[config.mk]
export PLATFORM = sky130hd
export DESIGN_NAME = srff_monitor
export DESIGN_NICKNAME = d
export VERILOG_FILES = /design/src/rtl/srff_pkg.sv /design/src/rtl/sat_counter.sv /design/src/rtl/srff_monitor.sv
export SDC_FILE = /design/constraint.sdc
export NUM_CORES = 1
export LEC_CHECK = 0
export BUFFER_PORTS_ARGS = -buffer_cell sky130_fd_sc_hd__clkbuf_2
export CAP_MARGIN = 20
export CORE_ASPECT_RATIO = 0.6
export CORE_MARGIN = 3
export CORE_UTILIZATION = 48
export DETAILED_ROUTE_END_ITERATION = 8
export GPL_TIMING_DRIVEN = 0
export PLACE_DENSITY = 0.76
export SLEW_MARGIN = 20
export SYNTH_ARGS = -nofsm -noshare
export SYNTH_HDL_FRONTEND = slang
export SYNTH_HIERARCHICAL = 1
export SYNTH_SLANG_ARGS = --single-unit
[constraint.sdc]
create_clock -name clk -period 1.9 [get_ports clk]
set_clock_uncertainty 0.15 [all_clocks]
set_input_delay 0.095 -clock clk [delete_from_list [all_inputs] [get_ports clk]]
set_output_delay 0.095 -clock clk [all_outputs]
set_load 0.05 [all_outputs]
[src/rtl/srff_pkg.sv]
// Shared types and command encodings for the SR flip-flop monitor.
package srff_pkg;

    // Model state: whether the expected q is known.
    typedef enum logic [1:0] {
        UNKNOWN = 2'd0,
        TRACK   = 2'd1,
        UNDEF   = 2'd2
    } state_e;

    // {s,r} command encodings.
    localparam logic [1:0] CMD_HOLD   = 2'b00;
    localparam logic [1:0] CMD_RST    = 2'b01;
    localparam logic [1:0] CMD_SET    = 2'b10;
    localparam logic [1:0] CMD_FORBID = 2'b11;

endpackage

[src/rtl/sat_counter.sv]
// Saturating up-counter: counts inc pulses and sticks at all-ones.
module sat_counter #(
    parameter int W = 8
) (
    input  logic         clk,
    input  logic         rst,
    input  logic         inc,
    output logic [W-1:0] count
);

    // Increment unless already at the maximum; no wrap.
    always_ff @(posedge clk) begin
        if (rst)
            count <= '0;
        else if (inc && (count != {W{1'b1}}))
            count <= count + 1'b1;
    end

endmodule

[src/rtl/srff_monitor.sv]
// Passive SR flip-flop checker: models expected q from s/r, compares the
// flop's q/q_bar one cycle later, and keeps error statistics.
module srff_monitor
    import srff_pkg::*;
#(
    parameter int CNT_W = 8,
    parameter int CYC_W = 16
) (
    input  logic             clk,
    input  logic             rst,
    input  logic             s,
    input  logic             r,
    input  logic             q,
    input  logic             q_bar,
    output logic             exp_q,
    output logic             tracking,
    output logic             mismatch,
    output logic             err_sticky,
    output logic [CNT_W-1:0] err_count,
    output logic [CNT_W-1:0] forbid_count,
    output logic [CYC_W-1:0] first_err_cyc,
    output logic [CYC_W-1:0] cyc
);

    state_e     state, state_nxt;
    logic       exp_q_nxt;
    logic       forbid_inc;
    logic       chk_en;
    logic       mis_nxt;
    logic [1:0] cmd;

    assign cmd      = {s, r};
    assign tracking = (state == TRACK);

    // State register for the reference model.
    always_ff @(posedge clk) begin
        if (rst)
            state <= UNKNOWN;
        else
            state <= state_nxt;
    end

    // Next-state and expected-value update from the current command.
    always_comb begin
        state_nxt  = state;
        exp_q_nxt  = exp_q;
        forbid_inc = 1'b0;
        case (state)
            TRACK: begin
                case (cmd)
                    CMD_RST:    exp_q_nxt = 1'b0;
                    CMD_SET:    exp_q_nxt = 1'b1;
                    CMD_FORBID: begin
                        state_nxt  = UNDEF;
                        forbid_inc = 1'b1;
                    end
                    default:    ;
                endcase
            end
            default: begin
                // UNKNOWN and UNDEF both wait for a defining command.
                case (cmd)
                    CMD_SET: begin
                        state_nxt = TRACK;
                        exp_q_nxt = 1'b1;
                    end
                    CMD_RST: begin
                        state_nxt = TRACK;
                        exp_q_nxt = 1'b0;
                    end
                    CMD_FORBID: forbid_inc = 1'b1;
                    default:    ;
                endcase
            end
        endcase
    end

    // The check compares against the expectation registered last edge;
    // chk_en gates it off whenever the flop outputs may be undefined.
    assign mis_nxt = chk_en && ((q != exp_q) || (q_bar != ~q));

    // Model value, check enable, mismatch pulse, cycle count and first-error stamp.
    always_ff @(posedge clk) begin
        if (rst) begin
            exp_q         <= 1'b0;
            chk_en        <= 1'b0;
            mismatch      <= 1'b0;
            err_sticky    <= 1'b0;
            first_err_cyc <= '0;
            cyc           <= '0;
        end else begin
            exp_q    <= exp_q_nxt;
            chk_en   <= (state_nxt == TRACK);
            mismatch <= mis_nxt;
            cyc      <= cyc + 1'b1;
            if (mis_nxt && !err_sticky) begin
                err_sticky    <= 1'b1;
                first_err_cyc <= cyc;
            end
        end
    end

    sat_counter #(.W(CNT_W)) u_err_cnt (
        .clk   (clk),
        .rst   (rst),
        .inc   (mis_nxt),
        .count (err_count)
    );

    sat_counter #(.W(CNT_W)) u_forbid_cnt (
        .clk   (clk),
        .rst   (rst),
        .inc   (forbid_inc),
        .count (forbid_count)
    );

endmodule
After elaboration in Yosys (flattened, before gate mapping):

Cells that the tools add are included.
W data, S select, Z words.

* output and inout bits: 52
* input port bits: 6
* register bits: 54
* logic and storage cells: 35

* equality and inequality tests: 9
* muxes and demuxes: 5
* add/sub/neg operators: 3
* bitwise operators: 1
* reduce and logical (&&, ||, !) cells: 8

Operator list (count)
* $add A16 B1 Y16 const B: 1
* $add A8 B1 Y8 const B: 2
* $ne A8 B8 Y1 const B: 2
* $eq A2 B1 Y1 const B: 3
* $mux W2: 3
* $eq A2 B2 Y1 const B: 2
* $logic_and A1 B1 Y1: 4
* $ne A1 B1 Y1: 2
* $pmux W1 S2: 1
* $reduce_bool A2 Y1: 1
* $reduce_or A2 Y1: 1
* $logic_not A1 Y1: 1
* $logic_or A1 B1 Y1: 1
* $mux W1: 1
* $not A1 Y1: 1

Longest topological paths before layout:

* word-level depth: 5
* gate-level depth with buffers: 8
* gate-level depth less buffers: 6

Hierarchy:

Netlist, hierarchy kept.

By module, submodules not included
* srff_monitor: instances 1, seq. area each 760.7 µm², cells each 187, area each 1696.6 µm²
* sat_counter: instances 2, seq. area each 160.2 µm², cells each 46, area each 430.4 µm²

Worst setup path before layout:

Ideal clock, no wire load.

* path kind: reg2reg
* start point: register exp_q
* end point: register u_err_cnt.count[3]
* data required time: 1681 ps
* slack: -415 ps
* period minus slack after synthesis: 2315 ps
* library setup time: 69 ps
* cell stages (with the launch flop): 9
* path buffers: 2
* arrival: 2096 ps
* path through: dfxtp_1 -> or3b_1 -> buf_2 -> buf_2 -> nand3_1 -> inv_1 -> nand4_1 -> or3_2 -> o21ai_1

* longest elaborated chain between the ends: 4

Ends and longest elaborated chain
* from (decl): RTL line srff_monitor.sv:15 `output logic exp_q,`
* from (signal assigned): RTL line srff_monitor.sv:92 `exp_q <= exp_q_nxt;`
* $ne A1 B1 Y1: RTL line srff_monitor.sv:80 `assign mis_nxt = chk_en && ((q != exp_q) || (q_bar != ~q));`
* $logic_or A1 B1 Y1: RTL line srff_monitor.sv:80
* $logic_and A1 B1 Y1: RTL line srff_monitor.sv:80
* named net mis_nxt: RTL line srff_monitor.sv:29 `logic mis_nxt;`
* $logic_and A1 B1 Y1: RTL line sat_counter.sv:15 `else if (inc && (count != {W{1'b1}}))`
* to (signal assigned): RTL line sat_counter.sv:16 `count <= count + 1'b1;`
* to (decl): RTL line sat_counter.sv:8 `output logic [W-1:0] count`

The timed path passes the listed nets, and every way through them passes these cells.
A chain may end at the register's enable or synchronous reset.

Final worst setup path:

* start point: register cyc[0]
* end point: register cyc[14]

* longest elaborated chain between the ends: 1

Ends and longest elaborated chain
* from (decl): RTL line srff_monitor.sv:22 `output logic [CYC_W-1:0] cyc`
* from (signal assigned): RTL line srff_monitor.sv:95 `cyc <= cyc + 1'b1;`
* $add A16 B1 Y16: RTL line srff_monitor.sv:95

No other way between the ends.

==> flow_metrics.env <==
export IMPL_setup_violations=0
export IMPL_max_stage_delay_ns=0.40
export IMPL_tightestPinTransition_ns=0.515
export IMPL_hp_class="in2reg"
export IMPL_grt_pass1_wl_um=10800
export IMPL_switchingPower_uw=747
export IMPL_synth_top_family_by_area="simple AND/OR/NAND/NOR gates"
export IMPL_max_freq_mhz=549
export IMPL_synth_distinct_cells=45
export IMPL_ant_nets=0
export IMPL_via_count=2430
export IMPL_pwr_share_comb_pct=20.2
export IMPL_synth_cells=279
export IMPL_outcome="finished, final reports clean"
export IMPL_synth_compound_area_share_pct=16.1
export IMPL_synth_seq_cells=54
export IMPL_final_util_pct=62.8
export IMPL_total_power_uw=2320
export IMPL_htreeDepth=2
export IMPL_yosysTopAreaCell="dfxtp_1"
export IMPL_relSlewSlack_pct=65.7
export IMPL_areaGrowthSynthToFinish_pct=19.0
export IMPL_cts_setup_buffers=0
export IMPL_postCtsHoldBufs=0
export IMPL_cp_data_required_time_ns=1.96
export IMPL_ir_worst_vdd_uv=441
export IMPL_die_x_um=100
export IMPL_numCtsBuffers=5
export IMPL_finalCritPeriodShare_pct=95.9
export IMPL_cap_violations=0
export IMPL_cts_buffer_depth=2
export IMPL_seqPwrFrac_pct=53.3
export IMPL_antenna_found_initial=0
export IMPL_avgSynthCellArea_um2=9.17
export IMPL_drt_wl_total_um=6410
export IMPL_power_internal_uw=1570
export IMPL_synth_fp_nets=290
export IMPL_crit_path_start_kind="flop"
export IMPL_power_density_nw_per_um2=762
export IMPL_period_needed_ns=1.82
export IMPL_ys_seq_area_share_pct=42.3
export IMPL_critical_path_class="reg2reg"
export IMPL_drv_slew=0
export IMPL_synth_xor_area_share_pct=1.03
export IMPL_fp_dieArea_um2=6270
export IMPL_grt_ovfl_total=0
export IMPL_slowest_stage="dfxtp_2"
export IMPL_cts_root_buf="clkbuf_8"
export IMPL_layout_commonest_cell="clkbuf_2"
export IMPL_crit_fanout=7
export IMPL_synth_top_area_share_pct=42.3
export IMPL_clkSinkCount=54
export IMPL_synthMuxAreaShare_pct=4.11
export IMPL_synthAdderAreaFrac_pct=2.45
export IMPL_grt_pass1_vias=2166
export IMPL_worstPathArrival_ns=1.88
export IMPL_drt_initial_drc_count=136
export IMPL_path_cells="ha_1 > nand2_1 > nor4_1 > mux2_2"
export IMPL_dr_pass1_iters=4
export IMPL_cts_tree="built"
export IMPL_dp_hpwl_um=4770
export IMPL_place_gp_congestion=0.819
export IMPL_die_y_um=62.5
export IMPL_p_sw_share_pct=32.2
export IMPL_timing_hold_ws_ns=0.0436
export IMPL_io_pins=58
export IMPL_rsz0062_at_grt="false"
export IMPL_synthTopCellsByArea="dfxtp_1, a31oi_1, nor4_1"
export IMPL_ys_warn_count=6
export IMPL_core_um2=4850
export IMPL_mostFrequentLayoutCells="clkbuf_2, dfxtp_1, nor3_1"
export IMPL_post_drt_via_cell_ratio=6.00
export IMPL_end_kind="flop"
export IMPL_track_usage_pct=20.8
export IMPL_drc_errors=0
export IMPL_hold_viol=0
export IMPL_clock_power_share_pct=26.5
export IMPL_port_buffers=57
export IMPL_detail_route_wl_per_cell_um=15.8
export IMPL_rows=19
export IMPL_grt_max_degree=23
export IMPL_synth_area_um2=2560
export IMPL_clk_latency_ns=0.31
export IMPL_leakage_uw=0.00125
export IMPL_initial_core_util_pct=52.7
export IMPL_n_antenna_cell=0
export IMPL_clk_pin_slew_ns=0.09
export IMPL_synth_simple_area_share_pct=29.2
export IMPL_layout_nets=353
export IMPL_drive_above_1_share_pct=30.1
## power by group through the flow
stage          logic, uW  clock network, uW  registers (uW)
6_report             468                614            1240
5_1_grt              501                671            1250
4_1_cts              470                624            1240
3_5_place_dp         465                  0            1260
3_3_place_gp         453                  0            1260
2_1_floorplan        187                  0            1420
## synth_stat cells
master	instances
nand4_1	5
nor2b_1	9
and4_1	4
and2b_2	2
and3_4	2
dfxtp_1	54
a311oi_1	2
or3b_1	1
ha_1	5
a31oi_1	18
nand3_1	11
a211oi_1	4
nor4_4	2
inv_1	8
nand2b_1	3
clkbuf_1	6
mux2_2	2
nand2_1	14
or4_1	4
o31ai_1	4
o21ai_1	2
buf_2	5
mux2_1	2
nor3_1	22
mux2_4	2
or3_1	3
and3b_1	2
xnor2_1	1
a21boi_0	2
o21bai_1	4
a21boi_4	2
a21oi_1	19
buf_6	3
xor2_1	2
nor2_1	13
mux2i_1	3
o21ai_0	3
o311a_1	2
nor3b_2	1
or3_2	2
nor4_1	18
nand3b_1	1
nand4_4	1
nand4_2	1
buf_1	3
## through the flow
| stage | setup WS, ns | instance area [um^2] | TNS, ns | instances |
|---|---|---|---|---|
| final | 0.0773 | 3040 | 0 | 405 |
| after global routing | 0.0128 | 3040 | 0 | 405 |
| after CTS | 0.00561 | 3040 | 0 | 406 |
| after detailed placement | -0.0288 | 2960 | -0.0298 | 399 |
| after global placement | 0.0155 | 2960 | 0 | 399 |
| after floorplan | 0.00472 | 2590 | 0 | 279 |
## registers in the layout, summed over array words and instances, names as in the netlist
signal / flops
chk_en: 1
cyc: 16
err_sticky: 1
exp_q: 1
first_err_cyc: 16
mismatch: 1
state: 2
u_err_cnt/count: 8
u_forbid_cnt/count: 8
## worst paths after layout
path / startpoint / depth (start not counted) / slack, ns / endpoint
hold / removal: s / 4 / 0.04 / exp_q
setup / recovery: cyc[0] / 4 / 0.08 / cyc[14]
setup reg to reg: cyc[0] / 4 / 0.08 / cyc[14]
hold reg to reg: err_sticky / 2 / 0.34 / err_sticky
## critical path, delay by kind of cell, from the launching register on
| family | cells | cell delay (ns) |
|---|---|---|
| adders and majority gates | 1 | 0.28 |
| DFF | 1 | 0.40 |
| muxes | 1 | 0.37 |
| and+or+nand+nor | 2 | 0.52 |
## final cells by class
| cell class | count | area, um^2 |
|---|---|---|
| repair buffers | 57 | 285 |
| flip-flops and latches | 54 | 1100 |
| multi-input cells | 200 | 1380 |
| inverters | 8 | 32.5 |
| clock buffers | 7 | 76.3 |
| fillers | 451 | 1810 |
| plain buffers | 16 | 95.1 |
| well taps | 63 | 78.8 |
## logic make-up (layout without fill, tap and decap cells)
family          Yosys count  in the layout
buf+inv                  25             88
flops                    54             54
xor+xnor                  3              3
compound gates           62             62
simple gates            121            121
fa+ha+maj                 5              5
mux                       9              9
## routing by layer
| layer | global-route usage (%) | wire, um | vias to the layer above |
|---|---|---|---|
| met5 | 0 | 0 | - |
| li1 | - | - | 1181 |
| met3 | 5.13 | 485 | 4 |
| met4 | 4.54 | 36 | 0 |
| met1 | 31.3 | 3150 | 1149 |
| met2 | 29.8 | 2740 | 96 |
## what timing repair did
item	in CTS	in global routing
resized for setup	2	5
setup endpoints to repair	2	5
pin swaps	0	1
Power figures use the tool's default switching activity.
